`src/rtl/uart_pkg.sv`:
```
// Shared definitions for the UART receive path.
//  - cfg field positions: {stop_sel, parity_en, parity_even, data_len[1:0]}
//  - receive FSM state encoding
//  - FIFO entry layout {brk, ferr, perr, data[7:0]}
//  - 3-sample majority helper used for bit decisions
package uart_pkg;

  localparam int CFG_W       = 5;
  localparam int CFG_STOP    = 4;
  localparam int CFG_PEN     = 3;
  localparam int CFG_PEVEN   = 2;
  localparam int CFG_LEN_MSB = 1;
  localparam int CFG_LEN_LSB = 0;

  localparam int ENTRY_W     = 11;

  typedef enum logic [2:0] {
    ST_IDLE,
    ST_START,
    ST_DATA,
    ST_PARITY,
    ST_STOP1,
    ST_STOP2,
    ST_PUSH
  } rx_state_e;

  typedef struct packed {
    logic       brk;
    logic       ferr;
    logic       perr;
    logic [7:0] data;
  } rx_entry_t;

  function automatic logic maj3(input logic a, input logic b, input logic c);
    return (a & b) | (a & c) | (b & c);
  endfunction

endpackage

```
`src/rtl/uart_sync_fifo.sv`:
```
// First-word-fall-through synchronous FIFO holding received UART entries.
// Ports:
//  clk, rst_n   clock, synchronous active-low reset (pointers only)
//  wr_en        push request; accepted when not full or when a pop happens in the same cycle
//  wr_data      entry to push
//  rd_en        pop request; ignored while empty
//  rd_data      head entry (valid while !empty)
//  empty, full  occupancy flags
//  level        number of stored entries, 0..DEPTH
module uart_sync_fifo
  import uart_pkg::*;
#(
  parameter int DEPTH = 4,
  parameter int WIDTH = ENTRY_W
) (
  input  logic                     clk,
  input  logic                     rst_n,
  input  logic                     wr_en,
  input  logic [WIDTH-1:0]         wr_data,
  input  logic                     rd_en,
  output logic [WIDTH-1:0]         rd_data,
  output logic                     empty,
  output logic                     full,
  output logic [$clog2(DEPTH):0]   level
);

  localparam int AW = $clog2(DEPTH);
  localparam logic [AW:0] PTR_ONE = 1;

  logic [AW:0]      wr_ptr_q, wr_ptr_d;
  logic [AW:0]      rd_ptr_q, rd_ptr_d;
  logic [WIDTH-1:0] mem_q [DEPTH];
  logic             wr_fire, rd_fire;

  // Pointers carry one extra wrap bit so full and empty are distinguishable.
  always_comb begin
    empty    = (wr_ptr_q == rd_ptr_q);
    full     = (wr_ptr_q[AW] != rd_ptr_q[AW]) && (wr_ptr_q[AW-1:0] == rd_ptr_q[AW-1:0]);
    rd_fire  = rd_en && !empty;
    // A simultaneous pop frees the slot, so a full FIFO still accepts the push.
    wr_fire  = wr_en && (!full || rd_fire);
    wr_ptr_d = wr_ptr_q;
    rd_ptr_d = rd_ptr_q;
    if (wr_fire) wr_ptr_d = wr_ptr_q + PTR_ONE;
    if (rd_fire) rd_ptr_d = rd_ptr_q + PTR_ONE;
    level    = wr_ptr_q - rd_ptr_q;
    rd_data  = mem_q[rd_ptr_q[AW-1:0]];
  end

  always_ff @(posedge clk) begin
    if (!rst_n) begin
      wr_ptr_q <= '0;
      rd_ptr_q <= '0;
    end else begin
      wr_ptr_q <= wr_ptr_d;
      rd_ptr_q <= rd_ptr_d;
    end
  end

  always_ff @(posedge clk) begin
    if (wr_fire) mem_q[wr_ptr_q[AW-1:0]] <= wr_data;
  end

endmodule

```
`src/rtl/uart_rx_fifo.sv`:
```
// Oversampling UART receiver with output FIFO.
// Ports:
//  clk, rst_n   clock, synchronous active-low reset
//  tick16       1-cycle enable at 16x baud; all bit timing counts these
//  cfg          {stop_sel, parity_en, parity_even, data_len[1:0]}, captured at start edge
//  rx_sn        asynchronous serial input, idle high
//  rd_data      head entry data, right-aligned, upper bits 0 (0 while empty)
//  rd_perr/rd_ferr/rd_brk  head entry flags (0 while empty)
//  rd_valid     FIFO not empty; rd_ready pops the head
//  level        FIFO occupancy
//  overrun      sticky, set when a frame finishes while the FIFO is full; clr_err clears
//  busy         receive FSM not idle
module uart_rx_fifo
  import uart_pkg::*;
#(
  parameter int DEPTH       = 4,
  parameter int SYNC_STAGES = 2
) (
  input  logic                   clk,
  input  logic                   rst_n,
  input  logic                   tick16,
  input  logic [CFG_W-1:0]       cfg,
  input  logic                   rx_sn,
  output logic [7:0]             rd_data,
  output logic                   rd_perr,
  output logic                   rd_ferr,
  output logic                   rd_brk,
  output logic                   rd_valid,
  input  logic                   rd_ready,
  output logic [$clog2(DEPTH):0] level,
  output logic                   overrun,
  input  logic                   clr_err,
  output logic                   busy
);

  // ---- stage: input synchroniser
  logic [SYNC_STAGES-1:0] sync_q, sync_d;
  logic                   rxs;

  always_comb begin
    sync_d = {sync_q[SYNC_STAGES-2:0], rx_sn};
    rxs    = sync_q[SYNC_STAGES-1];
  end

  // ---- stage: bit timing and receive FSM
  rx_state_e        state_q, state_d;
  logic [3:0]       tcnt_q, tcnt_d;
  logic [2:0]       bitcnt_q, bitcnt_d;
  logic [7:0]       data_q, data_d;
  logic             s7_q, s7_d, s8_q, s8_d;
  logic [CFG_W-1:0] cfg_q, cfg_d;
  logic             perr_q, perr_d, ferr_q, ferr_d;
  logic             allz_q, allz_d;
  logic             brk_wait_q, brk_wait_d;
  logic             overrun_q, overrun_d;

  logic             mid, bit_end, bit_val, in_frame;
  logic [2:0]       last_bit;
  logic             push_req, ovr_set, can_push;
  logic             rd_pop, fifo_empty, fifo_full;
  logic [ENTRY_W-1:0] fifo_rd;
  rx_entry_t        push_entry, head;

  always_comb begin
    mid      = tick16 && (tcnt_q == 4'd9);
    bit_end  = tick16 && (tcnt_q == 4'd15);
    bit_val  = maj3(s7_q, s8_q, rxs);
    in_frame = (state_q != ST_IDLE) && (state_q != ST_PUSH);
    last_bit = 3'd4 + {1'b0, cfg_q[CFG_LEN_MSB:CFG_LEN_LSB]};
  end

  always_comb begin
    state_d    = state_q;
    tcnt_d     = tcnt_q;
    bitcnt_d   = bitcnt_q;
    data_d     = data_q;
    s7_d       = s7_q;
    s8_d       = s8_q;
    cfg_d      = cfg_q;
    perr_d     = perr_q;
    ferr_d     = ferr_q;
    allz_d     = allz_q;
    brk_wait_d = brk_wait_q;
    push_req   = 1'b0;
    ovr_set    = 1'b0;

    if (in_frame && tick16) begin
      tcnt_d = tcnt_q + 4'd1;
      if (tcnt_q == 4'd7) s7_d = rxs;
      if (tcnt_q == 4'd8) s8_d = rxs;
    end

    case (state_q)
      ST_IDLE: begin
        // After a break the line must return high before a new start counts.
        if (brk_wait_q) begin
          if (rxs) brk_wait_d = 1'b0;
        end else if (!rxs) begin
          state_d  = ST_START;
          tcnt_d   = '0;
          bitcnt_d = '0;
          data_d   = '0;
          cfg_d    = cfg;
          perr_d   = 1'b0;
          ferr_d   = 1'b0;
          allz_d   = 1'b1;
        end
      end
      ST_START: begin
        if (mid && bit_val)  state_d = ST_IDLE;
        else if (bit_end)    state_d = ST_DATA;
      end
      ST_DATA: begin
        if (mid) begin
          data_d[bitcnt_q] = bit_val;
          allz_d           = allz_q & ~bit_val;
        end
        if (bit_end) begin
          if (bitcnt_q == last_bit)
            state_d = cfg_q[CFG_PEN] ? ST_PARITY : ST_STOP1;
          else
            bitcnt_d = bitcnt_q + 3'd1;
        end
      end
      ST_PARITY: begin
        if (mid) begin
          perr_d = (cfg_q[CFG_PEVEN] ? ^data_q : ~^data_q) != bit_val;
          allz_d = allz_q & ~bit_val;
        end
        if (bit_end) state_d = ST_STOP1;
      end
      ST_STOP1: begin
        // Leaving at mid-bit gives the next start edge half a bit of margin.
        if (mid) begin
          ferr_d = ferr_q | ~bit_val;
          allz_d = allz_q & ~bit_val;
          if (!cfg_q[CFG_STOP]) state_d = ST_PUSH;
        end else if (bit_end) begin
          state_d = ST_STOP2;
        end
      end
      ST_STOP2: begin
        if (mid) begin
          ferr_d  = ferr_q | ~bit_val;
          allz_d  = allz_q & ~bit_val;
          state_d = ST_PUSH;
        end
      end
      ST_PUSH: begin
        push_req   = can_push;
        ovr_set    = !can_push;
        brk_wait_d = allz_q;
        state_d    = ST_IDLE;
      end
      default: state_d = ST_IDLE;
    endcase

    // Set takes priority over a simultaneous clear.
    overrun_d = ovr_set | (overrun_q & ~clr_err);
  end

  always_ff @(posedge clk) begin
    if (!rst_n) begin
      sync_q     <= '1;
      state_q    <= ST_IDLE;
      tcnt_q     <= '0;
      brk_wait_q <= 1'b0;
      overrun_q  <= 1'b0;
    end else begin
      sync_q     <= sync_d;
      state_q    <= state_d;
      tcnt_q     <= tcnt_d;
      brk_wait_q <= brk_wait_d;
      overrun_q  <= overrun_d;
    end
  end

  // Frame data is always reinitialised on the start edge, so it needs no reset.
  always_ff @(posedge clk) begin
    bitcnt_q <= bitcnt_d;
    data_q   <= data_d;
    s7_q     <= s7_d;
    s8_q     <= s8_d;
    cfg_q    <= cfg_d;
    perr_q   <= perr_d;
    ferr_q   <= ferr_d;
    allz_q   <= allz_d;
  end

  // ---- stage: output FIFO
  always_comb begin
    push_entry.brk  = allz_q;
    push_entry.ferr = ferr_q;
    push_entry.perr = perr_q;
    push_entry.data = data_q;
    rd_valid        = !fifo_empty;
    rd_pop          = rd_valid && rd_ready;
    can_push        = !fifo_full || rd_pop;
  end

  uart_sync_fifo #(
    .DEPTH (DEPTH),
    .WIDTH (ENTRY_W)
  ) u_fifo (
    .clk     (clk),
    .rst_n   (rst_n),
    .wr_en   (push_req),
    .wr_data (push_entry),
    .rd_en   (rd_pop),
    .rd_data (fifo_rd),
    .empty   (fifo_empty),
    .full    (fifo_full),
    .level   (level)
  );

  // Head fields are forced to 0 while empty so nothing stale shows.
  always_comb begin
    head    = rx_entry_t'(fifo_rd);
    rd_data = '0;
    rd_perr = 1'b0;
    rd_ferr = 1'b0;
    rd_brk  = 1'b0;
    if (rd_valid) begin
      rd_data = head.data;
      rd_perr = head.perr;
      rd_ferr = head.ferr;
      rd_brk  = head.brk;
    end
    overrun = overrun_q;
    busy    = (state_q != ST_IDLE);
  end

endmodule

```
`config.mk`:
```
export PLATFORM = sky130hd
export DESIGN_NAME = uart_rx_fifo
export DESIGN_NICKNAME = d
export VERILOG_FILES = /design/src/rtl/uart_pkg.sv /design/src/rtl/uart_sync_fifo.sv /design/src/rtl/uart_rx_fifo.sv
export SDC_FILE = /design/constraint.sdc
export NUM_CORES = 1
export LEC_CHECK = 0
export CORE_MARGIN = 1.5
export CORE_UTILIZATION = 60
export CTS_CLUSTER_SIZE = 24
export DETAILED_ROUTE_END_ITERATION = 16
export PLACE_DENSITY = 0.77
export SLEW_MARGIN = 30
export SYNTH_ARGS = -nofsm -noshare
export SYNTH_HDL_FRONTEND = slang
export SYNTH_SLANG_ARGS = --single-unit
```
`constraint.sdc`:
```
create_clock -name clk -period 3 [get_ports clk]
set_input_delay 0.3 -clock clk [delete_from_list [all_inputs] [get_ports clk]]
set_output_delay 0.3 -clock clk [all_outputs]
set_load 0.03 [all_outputs]
```
After elaboration in Yosys (flattened, before gate mapping)
Memories as Yosys holds them, arrays and structs flattened. A register that Yosys moved wholly into a read port is not among the register bits.
Index checks and enable logic that the tools add are counted.
{"block": "word_totals", "in_bits": 11, "output_inout_bits": 17, "word_cells": 155, "ram_bits": 44, "memories": 1, "register_bits": 38}
{"block": "op_classes", "bitwise": 13, "eq_ne": 30, "mux": 53, "order_cmp": 2, "addsub": 6, "n_reduce_logical": 35}
{"memory": "u_fifo.mem_q", "words": 4, "word_bits": 11, "read_ports": 1, "rd_ports_with_merged_regs": 1, "write_ports": 1, "line": "uart_sync_fifo.sv:32", "text": "logic [WIDTH-1:0] mem_q [DEPTH];"}
{"operator": "2-to-1 mux 3 bit", "count": 16}
{"operator": "2-to-1 mux 8 bit", "count": 4}
{"operator": "2-to-1 mux 1 bit", "count": 18}
{"operator": "inequality test 2 bit, second input constant", "count": 9}
{"operator": "one-hot mux 3 bit (6 select lines)", "count": 1}
{"operator": "2-to-1 mux 4 bit", "count": 4}
{"operator": "one-hot mux 8 bit (2 select lines)", "count": 1}
{"operator": "AND reduction 4 bit", "count": 4}
{"operator": "== test 4 bit, second input constant", "count": 3}
{"operator": "inequality test 3 bit, second input constant", "count": 4}
{"operator": "logical AND 1 bit", "count": 10}
{"operator": "nonzero test 2 bit", "count": 5}
{"operator": "adder 3 x 1 -> 3 bit, second input constant", "count": 3}
{"operator": "== test 3 bit, second input constant", "count": 3}
{"operator": "AND reduction 9 bit", "count": 1}
{"operator": "bitwise mux 8 bit", "count": 1}
{"operator": "one-hot mux 1 bit (2 select lines)", "count": 4}
{"operator": "XNOR reduction 8 bit", "count": 1}
{"operator": "XOR reduction 8 bit", "count": 1}
{"operator": "== test 3 x 2 -> 1 bit, second input constant", "count": 2}
{"operator": "== test 3 bit", "count": 2}
{"operator": "one-hot mux 3 bit (2 select lines)", "count": 1}
{"operator": "bitwise AND 1 bit", "count": 5}
{"operator": "AND reduction 5 bit", "count": 1}
{"operator": "other kinds (22)", "count": 35}

Logic depth before layout (Yosys ltp)
Gate-level depths: netlist (run 1).
{"block": "logic_depth", "depth_word": 8, "mapped_depth": 7}

Cells and area by module
A second synthesis (run 1) with hierarchy kept.
{"block": "unflattened", "cells_unflattened": 299, "hier_area_um2": 3933.8}
{"mod": "uart_sync_fifo", "area_each_um2": 2092.0, "cells_each": 114, "instances": 1, "seq_area_each_um2": 1481.4}
{"mod": "uart_rx_fifo", "area_each_um2": 1841.8, "cells_each": 185, "instances": 1, "seq_area_each_um2": 850.8}

Least setup slack after synthesis (run 1)
Ideal clock, no wire load.
{"block": "synth_timing", "path_type": "flip-flop to output port", "startpoint": "register u_fifo.wr_ptr_q[0]", "endpoint": "output rd_brk", "arrival_ps": 1698, "setup_slack_ps": 1002, "stages_incl_launch_ff": 6, "t_required_ps": 2700, "path_buffers": 1, "path_cell_list": "dfxtp_1 > inv_1 > ha_1 > nand3_1 > clkbuf_1 > and2_1"}
{"block": "synth_between", "elab_chain_len": 2}
{"item": "start: declaration", "line": "uart_sync_fifo.sv:30", "text": "logic [AW:0] wr_ptr_q, wr_ptr_d;"}
{"item": "start signal: assignment", "line": "uart_sync_fifo.sv:55", "text": "wr_ptr_q <= wr_ptr_d;"}
{"item": "== test 3 bit", "line": "uart_sync_fifo.sv:37", "text": "empty = (wr_ptr_q == rd_ptr_q);"}
{"item": "2-to-1 mux 1 bit", "line": "uart_rx_fifo.sv:223", "text": "if (rd_valid) begin"}
{"item": "end: declaration", "line": "uart_rx_fifo.sv:27", "text": "output logic rd_brk,"}
Every way passes these cells.

Final worst setup path (run 1)
Same ends and word-level chain as after synthesis.

==> flow_summary.toml, run 1 <==
[sta]
hold_violations = 0
fin_skew_ns = 0.00886
relSlewSlack_pct = 59.8
maxSlewViolCount = 0
clock.fmax_ghz = 0.364
finalSetupTns_ns = 0
rsz0062_at_grt = "false"
setup_viol = 0
fin_crit_ns = 2.75
fin_crit_sh_pct = 91.7
tightest_slew_ns = 0.602

[clock_network]
cts_buffer_depth = 2
cts_tree = "yes"
cts_buffers = 9
root_buffer = "clkbuf_8"
clock_latency_ns = 0.36
clock-sinks = 84
cts.repair.resized = 0
post_cts.repair.setup_buffers = 0
cts.hold.buffers_added = 0
h-tree-depth = 3
path_clk_slew_ns = 0.09

[floorplan]
dieArea_um2 = 6920
io_pins = 28
die_h_um = 83.2
rows = 29
dieWidth_um = 83.2
core_area_um2 = 6280
start_util_pct = 61.5

[synthesis]
yosys.area_share.adder_pct = 4.99
synth.largest_area_cell = "edfxtp_1"
synth_xor_area_share_pct = 4.99
synthCells = 291
synth_area_per_cell_um2 = 13.3
synth_cell_type_count = 46
synth_top_family_by_area = "simple AND/OR/NAND/NOR gates"
ys_ff_latch = 84
synth_warnings = 0
synthArstFlopShare_pct = 0
synth_flop_cell = "edfxtp_1"
synth_nets = 316
yosysSeqAreaShare_pct = 60.4
syn-cell-area_um2 = 3860
synth_top_area_share_pct = 50.6
synth_area_leaders = "edfxtp_1, dfxtp_1, mux4_2, ha_1, xnor2_1"
synth_compound_area_share_pct = 4.60
synth-simple-area-share_pct = 12.9
synth_edf_count = 65
synth_mux_area_share_pct = 9.27

[outcome]
status = "completed"

[layout]
seqCellArea_um2 = 2330
drive_above_1_share_pct = 12.3
antenna-diode-count = 0
syn_to_final_growth_pct = 14.4
fillers = 428
fin_util_pct = 70.3
mostFrequentLayoutCells = "edfxtp_1, nor2_1, clkdlybuf4s50_1, nand2_1, dfxtp_1"
final_common_cell = "edfxtp_1"
final_cell_area_um2 = 4420
finalNetCount = 346
multi_input_area_um2 = 1420

[global_route]
grt_pass1_wl_um = 10800
antenna_found_initial = 0
grt_max_degree = 16
overflow = 0
grt_usage_pct = 20.3
grt_pass1_vias = 2209

[hold_path]
hold_path.class = "flip-flop to flip-flop"

[pwr]
peakVddDrop_uv = 316
power_density_nw_per_um2 = 582
leakage_nw = 1.56

[routing]
remaining_drc_errors = 0
vias = 2246
drt_iter0_markers = 138
antenna_left = 0
drt-total-wl_um = 6240
viasPerCell = 5.57
firstDrtPassIters = 4
wl_per_cell_um = 15.5

[critical_path]
end_kind = "output pin"
crit_required_ns = 2.70
worstPathArrival_ns = 2.45
worstSetupStartpointType = "flip-flop"
criticalPathCategory = "flip-flop to output pin"
crit_path_max_fanout = 15

[run]
maxCapViolations = 0

[placement]
gp_congestion = 0.842
io_buffers = 27
dp_hpwl_um = 4190
dpl_cell_area_um2 = 4190
==> cells by family after synthesis <==
logic type	count (synthesis)
adder cells (fa/ha/maj)	15
multiplexers	22
buffers and inverters	26
AO/OA/AOI/OAI	25
AND/OR/NAND/NOR	97
flip-flops	84
XOR/XNOR	22
==> layout make-up <==
class | instances | share of cell area (%)
Sequential cell | 84 | 52.8
Multi-Input combinational cell | 181 | 32.2
Timing Repair Buffer | 29 | 6.46
Clock buffer | 9 | 2.81
Clock inverter | 7 | 2.21
Tap cell | 77 | 2.18
Inverter | 16 | 1.36
==> stage by stage <==
step	setup WS [ns]	instances	hold slack, ns	power, mW
2_1_floorplan	1.00	291	0.373	1.62
3_3_place_gp	0.712	387	0.391	1.69
3_5_place_dp	0.601	387	0.398	1.70
4_1_cts	0.188	403	0.412	2.58
5_1_grt	0.0378	403	0.436	2.67
6_report	0.249	403	0.410	2.57
==> sequential cells by signal, indices dropped and copies added (netlist names), 2 cells and up, named ones only <==
name and count:
bitcnt_q 3, cfg_q 5, data_q 8, state_q 3, sync_q 2, tcnt_q 4, u_fifo.mem_q 44, u_fifo.rd_ptr_q 3
u_fifo.wr_ptr_q 3
==> critical path: stages, from the launching register on <==
cell,delay [ns]
dfxtp_1,0.42
inv_1,0.11
ha_1,0.32
nand3_1,0.38
and2_1,0.21
clkdlybuf4s50_1,0.66
==> power by group <==
part	total, mW	switching (mW)	internal [mW]	leakage, nW
Combinational	0.306	0.169	0.137	0.713
Sequential	1.37	0.0632	1.31	0.742
Clock	0.891	0.418	0.473	0.108
Total	2.57	0.651	1.92	1.56
==> synth_stat cells (2+ instances only) <==
cell and instances:
and2_1 15, o21bai_1 2, buf_2 4, o21ai_0 4, xor2_1 6, dfxtp_1 19, nand2_1 20, o21ai_2 2
ha_1 13, nor2_1 37, nand4_1 2, nor3_1 3, xnor2_1 16, edfxtp_1 65, nand2b_1 3, a21oi_1 8
nand3_1 5, clkbuf_1 5, mux4_2 11, and3_1 2, inv_1 14, mux2i_1 11
==> path summary, 6_finish.rpt <==
check                                     endpoint               start  slack (ns)  depth (start not counted)
worst max-delay path                        rd_brk  u_fifo.wr_ptr_q[0]        0.25                          5
worst min-delay path                     sync_q[1]           sync_q[0]        0.41                          1
worst max register to register  u_fifo.mem_q[2][5]  u_fifo.wr_ptr_q[0]        0.73                          5
worst min register to register           sync_q[1]           sync_q[0]        0.41                          1
==> per-layer routing <==
layer,routed length (um),part of all wire [%],track usage (%)
met3,164,2.6,3.88
met1,2910,47,26.7
met5,0,0,0
met4,141,2.3,10.6
met2,3020,48,32.4
Note: power is estimated with default switching activity, not from simulation.
==> inputs of run 2 (changes only) <==
--- a/config.mk
+++ b/config.mk
@@ -5,12 +5,15 @@
 export SDC_FILE = /design/constraint.sdc
 export NUM_CORES = 1
 export LEC_CHECK = 0
+export CAP_MARGIN = 5
 export CORE_MARGIN = 1.5
 export CORE_UTILIZATION = 60
 export CTS_CLUSTER_SIZE = 24
 export DETAILED_ROUTE_END_ITERATION = 16
-export PLACE_DENSITY = 0.77
+export DONT_BUFFER_PORTS = 1
+export PLACE_DENSITY = 0.72
 export SLEW_MARGIN = 30
 export SYNTH_ARGS = -nofsm -noshare
 export SYNTH_HDL_FRONTEND = slang
 export SYNTH_SLANG_ARGS = --single-unit
+export TNS_END_PERCENT = 5
==> run 2 against run 1 <==
Effect of this change: die area unchanged; first-iteration DRC count down 12%; combinational power down 8.5%; via count down 7.3%; final cell count down 6.9%; final area down 7.3%; worst hold slack worse by 0.38 ns; worst setup slack better by 0.23 ns; largest cell class unchanged; register-to-register slack better by 0.10 ns; routed wire length down 5.3%; non-clock buffer count down 28.
==> flow_summary.toml, run 2 (synthesis gave the netlist of run 1 again) <==
[floorplan]
io_pins = 28
start_util_pct = 61.5
core_area_um2 = 6280
rows = 29
die_h_um = 83.2
dieWidth_um = 83.2
dieArea_um2 = 6920

[clock_network]
cts_buffers = 9
h-tree-depth = 3
path_clk_slew_ns = 0.08
clock-sinks = 84
cts_tree = "yes"
post_cts.repair.setup_buffers = 0
root_buffer = "clkbuf_8"
cts.hold.buffers_added = 0
cts_buffer_depth = 2
cts.repair.resized = 0
clock_latency_ns = 0.34

[sta]
fin_crit_ns = 2.52
rsz0062_at_grt = "false"
relSlewSlack_pct = 49.1
fin_skew_ns = 0.00827
fin_crit_sh_pct = 83.9
maxSlewViolCount = 0
tightest_slew_ns = 0.762
finalSetupTns_ns = 0
setup_viol = 0
whs_ns = 0.0265
clock.fmax_ghz = 0.397
hold_violations = 0

[pwr]
seqPwrFrac_pct = 58.2
power_density_nw_per_um2 = 575
finalPower_mw = 2.35
leakage_nw = 1.44
pwr-share-clk_pct = 30.0
peakVddDrop_uv = 351
p_comb_share_pct = 11.9
p_switching_mw = 0.627
intPower_mw = 1.73
switching_share_pct = 26.6

[global_route]
grt_max_degree = 16
grt_usage_pct = 18.7
overflow = 0
antenna_found_initial = 0
grt_pass1_wl_um = 9960
grt_pass1_vias = 2131

[layout]
multi_input_area_um2 = 1420
largest_register_ffs = 44
mostFrequentLayoutCells = "edfxtp_1, nor2_1, nand2_1, dfxtp_1, xnor2_1"
fillers = 453
drive_above_1_share_pct = 13.4
syn_to_final_growth_pct = 6.03
seqCellArea_um2 = 2330
finalNetCount = 318
final_common_cell = "edfxtp_1"
layout.cells.non_filler = 375
antenna-diode-count = 0
final_cell_area_um2 = 4090

[routing]
wl_met1_um = 2680
firstDrtPassIters = 4
wl_met3_um = 202
wl_per_cell_um = 15.8
vias = 2082
top_layer_used = "met4"
remaining_drc_errors = 0
wl_met2_um = 2960
drt_iter0_markers = 122
drt-total-wl_um = 5910
viasPerCell = 5.55
antenna_left = 0

[critical_path]
worstPathArrival_ns = 2.22
crit_path_max_fanout = 15
end_kind = "output pin"
crit_required_ns = 2.70
r2r_cells = 5
worstSetupStartpointType = "flip-flop"
criticalPathCategory = "flip-flop to output pin"
r2r_setup_slack_ns = 0.83

[outcome]
status = "completed"

[placement]
dp_hpwl_um = 4070
io_buffers = 0
gp_congestion = 0.834
dpl_cell_area_um2 = 3920
place_inst = 359

[run]
maxCapViolations = 0

[hold_path]
hold_path.class = "input pin to flip-flop"
min_path_cells = 1
run 2: changes by cell type in the layout (fill, tap and decap cells not counted), sizes merged:
cell / change
clkdlybuf4s50: -27
bufinv: -2
buf: -1
clkinv: +1
clkinvlp: +1
run 2: power groups by stage:
stage / registers, mW / logic, mW / clock network (mW)
floorplan: 1.36 / 0.266 / 0
global placement: 1.39 / 0.277 / 0
detailed placement: 1.40 / 0.280 / 0
CTS: 1.37 / 0.282 / 0.722
global route: 1.38 / 0.313 / 0.768
finish: 1.37 / 0.280 / 0.705
run 2: cell type report:
type,count,share of cell area (%)
clock buffer,9,3.03
inverter,16,1.47
tap,77,2.35
timing repair buffer,1,0.183
sequential,84,57.0
clock inverter,7,1.25
multi-input combinational,181,34.7
run 2: routing by layer:
| layer | GRT usage [%] | vias to the layer above |
|---|---|---|
| met2 | 32.1 | 43 |
| met4 | 7.73 | 0 |
| met5 | 0 | - |
| met1 | 22.9 | 992 |
| met3 | 4.08 | 7 |
| li1 | - | 1040 |
run 2: worst max-delay path: stages (launching register included):
cell	delay (ns)
dfxtp_1	0.39
inv_1	0.10
ha_1	0.32
nand3_1	0.56
and2_1	0.49
run 2: final timing paths:
check,start,end
setup / recovery,u_fifo.wr_ptr_q[0],rd_data[2]
hold / removal,rst_n,sync_q[0]
hold reg to reg,sync_q[0],sync_q[1]
setup reg to reg,u_fifo.wr_ptr_q[0],u_fifo.mem_q[0][6]
run 2: per-stage QoR:
stage               util [%]  worst slack, ns
detailed placement      62.4            0.812
CTS                     65.2            0.423
global route            65.2            0.305
floorplan                  -             1.00
finish                  65.2            0.484
global placement        62.4            0.885
